--- src/rtl/wave_generator.sv ---
// wave_generator: multi-mode oscillator voice (triangle/saw/pulse) with a click-free gate/length drain.
// Optional macro WAVE_GEN_VOLUME_EN adds vol_in scaling behind one extra output pipeline stage.
module wave_generator #(
    parameter int PHASE_W = 32,
    parameter int AMP_W   = 8,
    parameter int LEN_W   = 16
) (
    input  logic                    clk_in,
    input  logic                    rst_in,
    input  logic                    step_in,
    input  logic [PHASE_W-1:0]      phase_incr_in,
    input  logic [1:0]              mode_in,
    input  logic [7:0]              duty_in,
    input  logic                    gate_in,
    input  logic                    length_en_in,
    input  logic [LEN_W-1:0]        length_in,
`ifdef WAVE_GEN_VOLUME_EN
    input  logic [3:0]              vol_in,
`endif
    output logic                    active_out,
    output logic                    wrap_out,
    output logic signed [AMP_W-1:0] amp_out
);
    typedef enum logic [1:0] {IDLE, RUN, DRAIN} state_t;
    localparam logic signed [AMP_W-1:0] AMP_MAX = {1'b0, {(AMP_W-1){1'b1}}};
    localparam logic signed [AMP_W-1:0] AMP_MIN = {1'b1, {(AMP_W-1){1'b0}}};

    state_t                  state_q, state_d;
    logic [PHASE_W-1:0]      phase_q, phase_d;
    logic [LEN_W-1:0]        len_q, len_d;
    logic                    gate_q, gate_d;
    logic                    wrap_q, wrap_d;
    logic                    active_q, active_d;
    logic signed [AMP_W-1:0] amp_q, amp_d;
    logic [PHASE_W:0]        sum;
    logic                    carry, rise, len_done;
    logic [1:0]              quad;
    logic [AMP_W-2:0]        frac;
    logic signed [AMP_W-1:0] tri_w, saw_w, pulse_w, shape, shape_gated;

    assign sum      = {1'b0, phase_q} + {1'b0, phase_incr_in};
    assign carry    = step_in & sum[PHASE_W];
    assign rise     = gate_in & ~gate_q;
    assign len_done = length_en_in & step_in & (len_q <= LEN_W'(1));

    // Quadrants 1 and 2 mirror the fraction; quadrants 2 and 3 take the negative half.
    assign quad    = phase_q[PHASE_W-1 -: 2];
    assign frac    = phase_q[PHASE_W-3 -: AMP_W-1];
    assign tri_w   = {quad[1], frac ^ {(AMP_W-1){quad[1] ^ quad[0]}}};
    assign saw_w   = {~phase_q[PHASE_W-1], phase_q[PHASE_W-2 -: AMP_W-1]};
    assign pulse_w = (phase_q[PHASE_W-1 -: 8] < duty_in) ? AMP_MAX : AMP_MIN;
    assign shape   = (mode_in == 2'd0) ? tri_w :
                     (mode_in == 2'd1) ? saw_w :
                     (mode_in == 2'd2) ? pulse_w : '0;
    assign shape_gated = (state_q == IDLE) ? '0 : shape;

    always_comb begin
        state_d  = state_q;
        phase_d  = phase_q;
        len_d    = len_q;
        gate_d   = gate_in;
        unique case (state_q)
            IDLE: begin
                phase_d = '0;
                if (rise) begin
                    state_d = RUN;
                    len_d   = length_in;
                end
            end
            RUN: begin
                if (step_in) phase_d = sum[PHASE_W-1:0];
                if (length_en_in && step_in && len_q != '0) len_d = len_q - 1'b1;
                if (len_done || !gate_in) state_d = DRAIN;
            end
            DRAIN: begin
                if (phase_incr_in == '0 || carry) begin
                    phase_d = '0;
                    state_d = IDLE;
                end else if (step_in) begin
                    phase_d = sum[PHASE_W-1:0];
                end
            end
            default: state_d = IDLE;
        endcase
        active_d = (state_d != IDLE);
    end

`ifdef WAVE_GEN_VOLUME_EN
    logic signed [AMP_W-1:0] wave_q, wave_d;
    logic                    wrap1_q, wrap1_d;
    logic signed [AMP_W+4:0] prod;

    assign prod = (AMP_W+5)'(wave_q) * (AMP_W+5)'($signed({1'b0, vol_in}));

    always_comb begin
        wave_d  = shape_gated;
        wrap1_d = carry & (state_q != IDLE);
        amp_d   = prod[AMP_W+3:4];
        wrap_d  = wrap1_q;
    end
`else
    always_comb begin
        amp_d  = shape_gated;
        wrap_d = carry & (state_q != IDLE);
    end
`endif

    always_ff @(posedge clk_in or posedge rst_in) begin
        if (rst_in) begin
            state_q  <= IDLE;
            phase_q  <= '0;
            len_q    <= '0;
            gate_q   <= 1'b0;
            amp_q    <= '0;
            wrap_q   <= 1'b0;
            active_q <= 1'b0;
`ifdef WAVE_GEN_VOLUME_EN
            wave_q   <= '0;
            wrap1_q  <= 1'b0;
`endif
        end else begin
            state_q  <= state_d;
            phase_q  <= phase_d;
            len_q    <= len_d;
            gate_q   <= gate_d;
            amp_q    <= amp_d;
            wrap_q   <= wrap_d;
            active_q <= active_d;
`ifdef WAVE_GEN_VOLUME_EN
            wave_q   <= wave_d;
            wrap1_q  <= wrap1_d;
`endif
        end
    end

    assign amp_out    = amp_q;
    assign wrap_out   = wrap_q;
    assign active_out = active_q;
endmodule

--- config.mk ---
export PLATFORM = sky130hd
export DESIGN_NAME = wave_generator
export DESIGN_NICKNAME = d
export VERILOG_FILES = /design/src/rtl/wave_generator.sv
export SDC_FILE = /design/constraint.sdc
export NUM_CORES = 1
export LEC_CHECK = 0
export BUFFER_PORTS_ARGS = -buffer_cell sky130_fd_sc_hd__buf_2
export CORE_MARGIN = 3
export CORE_UTILIZATION = 55
export DETAILED_ROUTE_END_ITERATION = 12
export MAX_ROUTING_LAYER = met4
export PLACE_DENSITY = 0.83
export SETUP_SLACK_MARGIN = 0.4
export SLEW_MARGIN = 20
export SYNTH_ARGS = -nofsm -noshare
export SYNTH_HDL_FRONTEND = slang
export SYNTH_SLANG_ARGS = --single-unit
--- constraint.sdc ---
create_clock -name clk_in -period 3.1 [get_ports clk_in]
set_input_delay 0.775 -clock clk_in [delete_from_list [all_inputs] [get_ports clk_in]]
set_output_delay 0.775 -clock clk_in [all_outputs]
set_load 0.005 [all_outputs]
==> metrics <==
Inst Count DP 757; nets@finish 781; mapped cell area 4900 sq um; Pins Over Slew Limit 0; DP HPWL 9540 microns; CP startpoint kind input port; Synth Register Bits 61; multi-input logic area 3420 sq um; detailed-route DRC error count 0; Longest Clk Path Bufs 2; clk_lat worst skew 0.34 ns; Reg clk slew, reported paths 0.08 ns; routed len/inst 16.8 microns; LEAKAGE 0.00298 uW; DRT antenna net count 0; Sw Pwr 1850 uW; Layout area overhead 26.3%; hold_buf cts 0; total gr overflow 0; RSZ-0062 raised after global routing yes; Seq/Total Area, Yosys 31.2%; drt first-iter violations 262; global routing usage on met2 45.2%; endpoints failing setup 0; CP Class input port to flop; Distinct cells, synth 63; Seq pwr share 28.7%; Tot GR Track Use 27.8%; share of layout cells above drive strength 1 27.2%; diode count 0; Tmin final 2.80 ns; status finished, final reports clean; die footprint 10,100 sq um; Layout Cells excl Fill 782; CP Data Required Time 3.33 ns; Final period util 90.5%; fill count 626; max frequency 357 MHz; Comb pwr share 52.6%; routed vias/inst 6.25; dpl cell area 5720 sq um; CTS H-Tree Depth 3; Peak supply drop 0.309 mV; CP max FO 3; vias in the first global route 4,801; Worst Tran Pin Value 0.692 ns; Fin Clk Skew 0.00456 ns; headroom to the max-slew limit 53.7%; die height 100 microns; IO Pins 73; TritonCTS clock tree yes; Mapped Avg Cell Area 8.76 sq um; Tot Pwr 4390 uW; largest net degree at the start of global routing 46; Initial Util 58.1%; power per cell area 710 nW/um^2; Total Routed Length 13,100 microns; crit-path cells buf_8, ha_4, buf_4, a211o_1, a211oi_2, o31ai_4, and3_1, o2111a_1, o32a_1, xor2_1, a22o_1; CTS buffer count 9; met1 Usage GRT 35.6%; Post-synth top flop dfrtp_1; chip width 100 microns; critical path capture point type flop; gr busiest metal met2; final-report hold violation count 0; cell-internal power 2540 uW; Placer Congestion 1.01; fraction of registers with async set/reset 100%; syn nets 668; CTS sink cnt 61; WP data arrival 3.04 ns; first-pass GRT wire length 22,200 microns; Vias 4,891; Post-synth EDFFs 0; setup TNS 0 ns; Setup WS pre-CTS -0.106 ns; port buffer count 72; met3 Resource Use GR 4.17%; CP max-delay cell a211oi_2; post-route setup slack 0.296 ns; Yosys warning count 0; design area 6180 sq um; worst hold path type input port to async pin; core area 8420 sq um; # rows 33; total of max-cap violations 0; Max stage delay on crit path 0.35 ns; Root Buffer clkbuf_8; initial antenna violation count 0; Net Sw Frac 42.2%; clock group share of total power 18.8%; r2r worst-path depth 10; DR pass1 iterations 5; storage element area 1530 sq um; Post-Synthesis Cells 559
==> synthesized netlist by cell type, drive strengths merged, types with 12 or more instances <==
cell type / number / area (sq um)
dfrtp: 61 / 1530
a21oi: 52 / 260
nand2: 48 / 180
ha: 45 / 563
nor2: 32 / 120
o21ai: 29 / 145
a22o: 28 / 245
inv: 28 / 105
o22a: 22 / 193
nand2b: 20 / 125
xnor2: 20 / 175
a21o: 18 / 135
clkbuf: 15 / 56.3
or3: 12 / 80.1
xor2: 12 / 105
==> routing by layer <==
layer,part of all wire [%],wire length [microns],up-vias
li1,-,-,2320
met1,43,5640,2342
met2,49,6440,190
met3,5.9,779,39
met4,2.0,268,0
met5,0,0,-
==> metrics by stage <==
stage | hold WS, ns | utilization [%]
2_1_floorplan | 0.450 | -
3_3_place_gp | 0.467 | 67.9
3_5_place_dp | 0.490 | 67.9
4_1_cts | 0.378 | 71.9
5_1_grt | 0.383 | 73.4
6_report | 0.377 | 73.4
==> worst paths after layout <==
path	from	to	slack (ns)
max	phase_incr_in[0]	phase_q[27]	0.30
min in group clk_in	phase_q[8]	phase_q[8]	0.52
max in group asynchronous	rst_in	amp_out[6]	2.06
min	rst_in	len_q[6]	0.38
max reg2reg	phase_q[0]	phase_q[27]	0.38
min reg2reg	phase_q[8]	phase_q[8]	0.52
==> what timing repair did <==
action,CTS,global route
pin swaps,20,14
setup endpoints to repair,42,45
gates resized for setup,22,17
setup buffers,1,8
==> layout by cell type, fill, tap and decap left out, drive strengths merged, types with 4 or more instances in the layout <==
cell type  count
a211o          4
a211oi         5
a21o          18
a21oi         52
a22o          28
a31oi          5
buf          124
clkbuf         9
dfrtp         61
ha            45
inv           29
nand2         48
nand2b        20
nand3          7
nand4          7
nor2          32
nor2b          4
nor3           6
nor4           8
o211ai         8
o21a           4
o21ai         29
o21bai         4
o22a          22
or3           12
xnor2         20
xor2          12
==> sequential cells by signal, indices dropped and copies added (netlist names) <==
name / flops
wrap_out: 1
len_q: 16
amp_out: 8
state_q: 2
gate_q: 1
phase_q: 32
active_out: 1
==> area by class of cell <==
cell class,count,share of cell area [%]
multi-input combinational,448,55.3
sequential,61,24.7
timing repair buffer,124,12.6
tap,105,2.12
clock buffer,9,2.00
inverter,28,1.70
clock inverter,7,1.58
==> cell families (layout without fill, tap and decap cells) <==
logic type               count (synthesis)  in the layout  synth area share, %
flip-flops                              61             61                 31.2
AND/OR/NAND/NOR                        159            159                 16.8
XOR/XNOR                                32             32                 5.72
buffers and inverters                   50            168                 3.91
multiplexers                             3              3                0.639
AO/OA/AOI/OAI                          208            208                 29.9
adder cells (fa/ha/maj)                 46             46                 11.9
==> power by group through the flow <==
stage          Combinational (uW)  Sequential [uW]  Clock [uW]
2_1_floorplan                1590             1210           0
6_report                     2310             1260         824
4_1_cts                      2190             1250         827
5_1_grt                      2570             1290         872
3_3_place_gp                 2010             1250           0
3_5_place_dp                 2110             1260           0
==> critical path, delay by kind of cell <==
family / cells / cell delay, ns
simple gates: 1 / 0.16
compound gates: 6 / 1.57
buf+inv: 2 / 0.23
xor+xnor: 1 / 0.14
fa+ha+maj: 1 / 0.15
Note: power is estimated with default switching activity, not from simulation.
